### config.mk
export PLATFORM = sky130hd
export DESIGN_NAME = pulse_train_ctrl_flat
export DESIGN_NICKNAME = d
export VERILOG_FILES = /design/src/rtl/timing_pkg.sv /design/src/rtl/pulse_train_ctrl_if.sv /design/src/rtl/tick_counter.sv /design/src/rtl/pulse_train_ctrl.sv /design/src/flat_wrapper.sv
export SDC_FILE = /design/constraint.sdc
export NUM_CORES = 1
export LEC_CHECK = 0
export BUFFER_PORTS_ARGS = -buffer_cell sky130_fd_sc_hd__clkbuf_2
export CAP_MARGIN = 30
export CORE_ASPECT_RATIO = 0.9
export CORE_UTILIZATION = 60
export CTS_CLUSTER_DIAMETER = 50
export CTS_CLUSTER_SIZE = 25
export DETAILED_ROUTE_END_ITERATION = 16
export GPL_TIMING_DRIVEN = 0
export MAX_ROUTING_LAYER = met4
export PLACE_DENSITY = 0.78
export SYNTH_ARGS = -nofsm -noshare
export SYNTH_HDL_FRONTEND = slang
export SYNTH_HIERARCHICAL = 1
export SYNTH_SLANG_ARGS = --single-unit
### constraint.sdc
create_clock -name clk -period 10.9 [get_ports clk]
set_input_delay 2.18 -clock clk [delete_from_list [all_inputs] [get_ports clk]]
set_output_delay 2.18 -clock clk [all_outputs]
set_load 0.05 [all_outputs]
### src/rtl/timing_pkg.sv
// Shared timing constants and controller state encoding for the 5 MHz timing domain.
package timing_pkg;

  localparam int unsigned CLK_HZ         = 5_000_000;
  localparam int unsigned TICKS_PER_US   = 5;

  // Default strobe: one pulse per second, one microsecond high, free-running.
  localparam int unsigned DEFAULT_PERIOD = CLK_HZ;
  localparam int unsigned DEFAULT_WIDTH  = TICKS_PER_US;
  localparam int unsigned DEFAULT_COUNT  = 0;

  typedef enum logic [1:0] {
    IDLE = 2'd0,
    HIGH = 2'd1,
    LOW  = 2'd2
  } state_t;

endpackage

### src/rtl/pulse_train_ctrl_if.sv
// Host-side handshake and status bundle of the pulse-train controller.
interface pulse_train_ctrl_if #(
  parameter int CNT_W = 23,
  parameter int NUM_W = 8
);

  logic             start;
  logic             abort;
  logic [CNT_W-1:0] period;
  logic [CNT_W-1:0] width;
  logic [NUM_W-1:0] count;
  logic             pulse_out;
  logic             busy;
  logic             done;
  logic             cfg_err;
  logic [NUM_W-1:0] pulse_idx;

  modport master (
    output start, abort, period, width, count,
    input  pulse_out, busy, done, cfg_err, pulse_idx
  );

  modport slave (
    input  start, abort, period, width, count,
    output pulse_out, busy, done, cfg_err, pulse_idx
  );

endinterface

### src/rtl/tick_counter.sv
// Clear/enable tick counter; term flags the cycle whose tick number equals target.
module tick_counter #(
  parameter int CNT_W = 23
) (
  input  logic             clk,
  input  logic             rst,
  input  logic             clr,
  input  logic             en,
  input  logic [CNT_W-1:0] target,
  output logic             term
);

  localparam logic [CNT_W-1:0] ONE = {{(CNT_W-1){1'b0}}, 1'b1};

  logic [CNT_W-1:0] cnt_r;

  // Counter holds ticks already elapsed in the current phase, so cnt_r+1 is this cycle's tick.
  always_ff @(posedge clk or posedge rst) begin
    if (rst) begin
      cnt_r <= '0;
    end else if (clr) begin
      cnt_r <= '0;
    end else if (en) begin
      cnt_r <= cnt_r + ONE;
    end else begin
      cnt_r <= cnt_r;
    end
  end

  assign term = ((cnt_r + ONE) == target);

endmodule

### src/rtl/pulse_train_ctrl.sv
// Pulse-train controller: latches period/width/count on start and plays out the train.
module pulse_train_ctrl
  import timing_pkg::*;
#(
  parameter int CNT_W = 23,
  parameter int NUM_W = 8
) (
  input  logic             clk,
  input  logic             rst,
  pulse_train_ctrl_if.slave bus
);

  localparam logic [NUM_W-1:0] IDX_ONE = {{(NUM_W-1){1'b0}}, 1'b1};

  state_t           state_r;
  logic [CNT_W-1:0] period_r;
  logic [CNT_W-1:0] width_r;
  logic [NUM_W-1:0] count_r;
  logic [NUM_W-1:0] pulse_idx_r;
  logic             pulse_r;
  logic             busy_r;
  logic             done_r;
  logic             cfg_err_r;

  logic             cnt_clr_s;
  logic             cnt_en_s;
  logic             cnt_term_s;
  logic [CNT_W-1:0] cnt_target_s;
  logic             last_pulse_s;

  // width>=1 together with width<period already forces period>=2.
  function automatic logic cfg_legal(input logic [CNT_W-1:0] p, input logic [CNT_W-1:0] w);
    return (w != '0) && (w < p);
  endfunction

  assign cnt_target_s = (state_r == HIGH) ? width_r : period_r;
  assign last_pulse_s = (count_r != '0) && (pulse_idx_r == (count_r - IDX_ONE));

  // Counter runs through HIGH into LOW and restarts at each period boundary; held clear when idle.
  always_comb begin
    cnt_clr_s = 1'b1;
    cnt_en_s  = 1'b0;
    case (state_r)
      HIGH: begin
        cnt_clr_s = 1'b0;
        cnt_en_s  = 1'b1;
      end
      LOW: begin
        cnt_clr_s = cnt_term_s;
        cnt_en_s  = ~cnt_term_s;
      end
      default: begin
        cnt_clr_s = 1'b1;
        cnt_en_s  = 1'b0;
      end
    endcase
  end

  tick_counter #(.CNT_W(CNT_W)) u_tick (
    .clk    (clk),
    .rst    (rst),
    .clr    (cnt_clr_s),
    .en     (cnt_en_s),
    .target (cnt_target_s),
    .term   (cnt_term_s)
  );

  // Controller FSM with config latches and registered outputs/strobes.
  always_ff @(posedge clk or posedge rst) begin
    if (rst) begin
      state_r     <= IDLE;
      period_r    <= '0;
      width_r     <= '0;
      count_r     <= '0;
      pulse_idx_r <= '0;
      pulse_r     <= 1'b0;
      busy_r      <= 1'b0;
      done_r      <= 1'b0;
      cfg_err_r   <= 1'b0;
    end else begin
      done_r    <= 1'b0;
      cfg_err_r <= 1'b0;
      case (state_r)
        IDLE: begin
          if (bus.start && !bus.abort) begin
            if (cfg_legal(bus.period, bus.width)) begin
              period_r    <= bus.period;
              width_r     <= bus.width;
              count_r     <= bus.count;
              pulse_idx_r <= '0;
              state_r     <= HIGH;
              pulse_r     <= 1'b1;
              busy_r      <= 1'b1;
            end else begin
              cfg_err_r <= 1'b1;
            end
          end
        end
        HIGH: begin
          if (bus.abort) begin
            state_r <= IDLE;
            pulse_r <= 1'b0;
            busy_r  <= 1'b0;
          end else if (cnt_term_s) begin
            state_r <= LOW;
            pulse_r <= 1'b0;
          end
        end
        LOW: begin
          if (bus.abort) begin
            state_r <= IDLE;
            pulse_r <= 1'b0;
            busy_r  <= 1'b0;
          end else if (cnt_term_s) begin
            if (last_pulse_s) begin
              state_r <= IDLE;
              busy_r  <= 1'b0;
              done_r  <= 1'b1;
            end else begin
              // Continuous mode relies on the natural NUM_W wrap here.
              pulse_idx_r <= pulse_idx_r + IDX_ONE;
              state_r     <= HIGH;
              pulse_r     <= 1'b1;
            end
          end
        end
        default: begin
          state_r <= IDLE;
          pulse_r <= 1'b0;
          busy_r  <= 1'b0;
        end
      endcase
    end
  end

  assign bus.pulse_out = pulse_r;
  assign bus.busy      = busy_r;
  assign bus.done      = done_r;
  assign bus.cfg_err   = cfg_err_r;
  assign bus.pulse_idx = pulse_idx_r;

endmodule
### src/flat_wrapper.sv
// flat-port wrapper written by rule: the top's interface ports become plain ports
module pulse_train_ctrl_flat import timing_pkg::*;
#(
  parameter int CNT_W = 23,
  parameter int NUM_W = 8
)
  (clk, rst, bus_start, bus_abort, bus_period, bus_width, bus_count, bus_pulse_out, bus_busy, bus_done, bus_cfg_err, bus_pulse_idx);
  pulse_train_ctrl_if #(.CNT_W(CNT_W), .NUM_W(NUM_W)) bus_i ();
  input  logic clk;
  input  logic rst;
  input wire logic [$bits(bus_i.start)-1:0] bus_start;
  input wire logic [$bits(bus_i.abort)-1:0] bus_abort;
  input wire logic [$bits(bus_i.period)-1:0] bus_period;
  input wire logic [$bits(bus_i.width)-1:0] bus_width;
  input wire logic [$bits(bus_i.count)-1:0] bus_count;
  output wire logic [$bits(bus_i.pulse_out)-1:0] bus_pulse_out;
  output wire logic [$bits(bus_i.busy)-1:0] bus_busy;
  output wire logic [$bits(bus_i.done)-1:0] bus_done;
  output wire logic [$bits(bus_i.cfg_err)-1:0] bus_cfg_err;
  output wire logic [$bits(bus_i.pulse_idx)-1:0] bus_pulse_idx;
  assign bus_i.start = bus_start;
  assign bus_i.abort = bus_abort;
  assign bus_i.period = bus_period;
  assign bus_i.width = bus_width;
  assign bus_i.count = bus_count;
  assign bus_pulse_out = bus_i.pulse_out;
  assign bus_busy = bus_i.busy;
  assign bus_done = bus_i.done;
  assign bus_cfg_err = bus_i.cfg_err;
  assign bus_pulse_idx = bus_i.pulse_idx;
  pulse_train_ctrl #(.CNT_W(CNT_W), .NUM_W(NUM_W)) u_core (.clk(clk), .rst(rst), .bus(bus_i));
endmodule
==> results_dict.tcl <==
set metrics [dict create \
    p_total_mw 1.50 \
    cts_setup_buffers 0 \
    maxCapViolCount 0 \
    worst_pin_slew_ns 0.967 \
    hold_violations 0 \
    place_congestion 0.883 \
    clock_latency_ns 0.37 \
    reg2reg_depth 18 \
    routed.top_layer "met4" \
    root_buffer "clkbuf_8" \
    tritoncts "yes" \
    period_needed_ns 5.10 \
    rows 33 \
    worstPathRequired_ns 11.15 \
    synth_top_area_share_pct 38.9 \
    drv_slew 0 \
    cp.arrival_ns 5.34 \
    first_iter_violations 458 \
    clk_pin_slew_ns 0.10 \
    ys_seq_elements 91 \
    io_buffers 69 \
    hp-start "u_core/width_r[1]" \
    synth_area_leaders "dfrtp_1, mux2_2, ha_1, xnor2_1, xor2_1" \
    cp_top_family "buffers and inverters" \
    synth_fp_nets 655 \
    ys_types 60 \
    reg2reg_setup_slack_ns 5.80 \
    syn_area_per_cell_sq_um 10.3 \
    wl_met3_um 742 \
    syn_to_final_growth_pct 12.0 \
    setup_viol 0 \
    seq_power_share_pct 34.9 \
    crit_path_start_kind "register" \
    clock-skew-final_ns 0.0122 \
    rsz0062_at_grt "no" \
    fill_cells 744 \
    vias 4705 \
    synth_cells 566 \
    grt_pass1_vias 4615 \
    max_stage_delay_ns 0.61 \
    cp_common_cell "clkbuf_1" \
    grt.total_usage_pct 30.7 \
    antenna_found_initial 0 \
    wirelength_um 14200 \
    crit_buf_inv 5 \
    place_inst 757 \
    cts_sinks 91 \
    wl_per_cell_um 18.4 \
    p_switching_mw 0.594 \
    final_cells 773 \
    yosys_most_used_dff "dfrtp_1" \
    r2r_end "u_core/u_tick/cnt_r[19]" \
    diodes 0 \
    p_clk_share_pct 16.0 \
    top_level_ports 70 \
    overflow 0 \
    htreeDepth 3 \
    dr.pass1.iters 5 \
    synth-edff-count 0 \
    internal_power_mw 0.902 \
    postPlaceCellArea_sq_um 6350 \
    cts_hold_buf 0 \
    worstPathCellList "inv_1 > ha_1 > clkbuf_1 > clkbuf_1 > mux2_2 > xor2_1 > nor4_1 > a31oi_1 > o31ai_1 > nand4_1 > nor4_2 > nor2_1 > o21a_1 > clkbuf_1 > clkbuf_1 > nand3_1 > xor2_1 > nor2_1" \
    post_cts_resized 0 \
    yosysTopAreaCell "dfrtp_1" \
    die_h_um 95.7 \
    critPathMaxFanout 10 \
    max-slew-margin-rel_pct 35.5 \
    slowest_stage "clkbuf_1" \
    start_util_pct 63.0 \
    grt_max_degree 69 \
    holdPathStages 1 \
    crit_type "register to register" \
    wl_met2_um 6530 \
    tns_ns 0 \
    dieArea_sq_um 10200 \
    drive_above_1_share_pct 29.5 \
    peakVddDrop_mv 0.124 \
    worst_setup_path_end_kind "register" \
    timing.rr.start "u_core/state_r[1]" \
    hpwl_um 10700 \
    holdCritPathClass "register to register" \
    wl_met1_um 6520 \
    cts_buffer_depth 2 \
    finalCritPeriodShare_pct 46.8 \
    synth_area_sq_um 5850 \
    numCtsBuffers 9 \
    yosysSeqAreaShare_pct 38.9 \
    power_density_nw_per_um2 228 \
    vias_per_cell 6.09 \
    utilization_pct 70.6 \
    hold_end "u_core/width_r[1]" \
    p_comb_share_pct 49.0 \
    final_area_sq_um 6560 \
    async_reset_ff_share_pct 100 \
    status "complete, no violations" \
    power.leakage_nw 3.00 \
    switching_share_pct 39.7 \
    die_x_um 106 \
    yosys_warnings 6 \
    finalNetCount 735 \
    grt_pass1_wl_um 23100 \
    fmax_ghz 0.196 \
    core-area_sq_um 9290 \
    drc 0 \
    ant_nets 0 \
]
[cell usage in the layout, fill, tap and decap left out, types with 3 or more instances in the layout]
cell      netlist  final
clkbuf_1       12     13
mux2i_1         3      3
nand2_1        26     26
o21ai_0        12     12
nand3_1        15     15
nor4_2          3      3
a21o_1          3      3
nor2b_1         3      3
o211a_1         5      5
nand2b_1        3      3
dfrtp_1        91     91
buf_6           6      6
nand4_1        15     15
xnor2_1        40     40
and3_1          8      8
and2_1          3      3
a211oi_1        5      5
ha_1           31     31
o211ai_1        4      4
mux2_2         76     76
a21oi_1        18     18
inv_1          37     36
buf_2           6      6
a31oi_1         7      7
nor3_1          8      8
or3_1           3      3
nor2_1         39     39
a41oi_1         7      7
nor4_1         11     11
clkbuf_8        0     10
xor2_1         25     25
clkbuf_2        1     70
[cell usage after synthesis (3+ instances only)]
| library cell | instances |
|---|---|
| a211oi_1 | 5 |
| a21o_1 | 3 |
| a21oi_1 | 18 |
| a31oi_1 | 7 |
| a41oi_1 | 7 |
| and2_1 | 3 |
| and3_1 | 8 |
| buf_2 | 6 |
| buf_6 | 6 |
| clkbuf_1 | 12 |
| dfrtp_1 | 91 |
| ha_1 | 31 |
| inv_1 | 37 |
| mux2_2 | 76 |
| mux2i_1 | 3 |
| nand2_1 | 26 |
| nand2b_1 | 3 |
| nand3_1 | 15 |
| nand4_1 | 15 |
| nor2_1 | 39 |
| nor2b_1 | 3 |
| nor3_1 | 8 |
| nor4_1 | 11 |
| nor4_2 | 3 |
| o211a_1 | 5 |
| o211ai_1 | 4 |
| o21ai_0 | 12 |
| or3_1 | 3 |
| xnor2_1 | 40 |
| xor2_1 | 25 |
[flip-flops by register name, summed over array words and instances, names as in the netlist]
register and flops:
u_core/count_r 8, u_core/bus.cfg_err 1, u_core/bus.pulse_idx 8, u_core/width_r 23
u_core/state_r 2, u_core/period_r 23, u_core/bus.busy 1, u_core/u_tick/cnt_r 23
u_core/bus.pulse_out 1, u_core/bus.done 1
[cells by family after synthesis]
group | count (synthesis) | synth area share [%]
and+or+nand+nor | 155 | 14.5
adders and majority gates | 31 | 6.63
muxes | 79 | 15.1
DFF | 91 | 38.9
xor gates and xnor gates | 65 | 9.73
AOI/OAI and AO/OA | 82 | 10.1
buffers and inverters | 63 | 5.02
[cell type report]
type                    instances  area, sq um  area share, %
plain buffers                  26          155           2.37
clock inverters                 5         61.3          0.935
flip-flops and latches         91         2280           34.7
multi-input cells             412         3280           50.0
well taps                     122          153           2.33
clock buffers                  11          141           2.16
inverters                      37          141           2.16
repair buffers                 69          345           5.27
[power groups by stage]
stage          Clock, mW  Sequential [mW]  Combinational, mW
3_3_place_gp           0            0.519              0.698
4_1_cts            0.246            0.522              0.725
6_report           0.240            0.522              0.733
5_1_grt            0.256            0.538              0.787
3_5_place_dp           0            0.528              0.718
2_1_floorplan          0            0.520              0.546
[routing by layer]
metal | vias to the layer above | track usage, %
li1 | 2181 | -
met1 | 2306 | 39.5
met2 | 185 | 48.9
met3 | 33 | 4.27
met4 | 0 | 13.8
met5 | - | -
[stage by stage]
step / hold WS [ns] / setup slack, ns
2_1_floorplan: 0.475 / 6.72
3_3_place_gp: 0.483 / 6.07
3_5_place_dp: 0.493 / 5.97
4_1_cts: 0.516 / 5.92
5_1_grt: 0.524 / 5.47
6_report: 0.512 / 5.80
[worst max path at each step]
stage | endpoint | from | cells past startpoint
after global placement | u_core/u_tick/cnt_r[16] | u_core/state_r[1] | 18
after global routing | u_core/u_tick/cnt_r[19] | u_core/state_r[1] | 18
after floorplan | u_core/count_r[2] | bus_period[4] | 10
after detailed placement | u_core/u_tick/cnt_r[19] | u_core/state_r[1] | 18
after CTS | u_core/u_tick/cnt_r[19] | u_core/state_r[1] | 18
final | u_core/u_tick/cnt_r[19] | u_core/state_r[1] | 18
(Power assumes the default switching activity.)
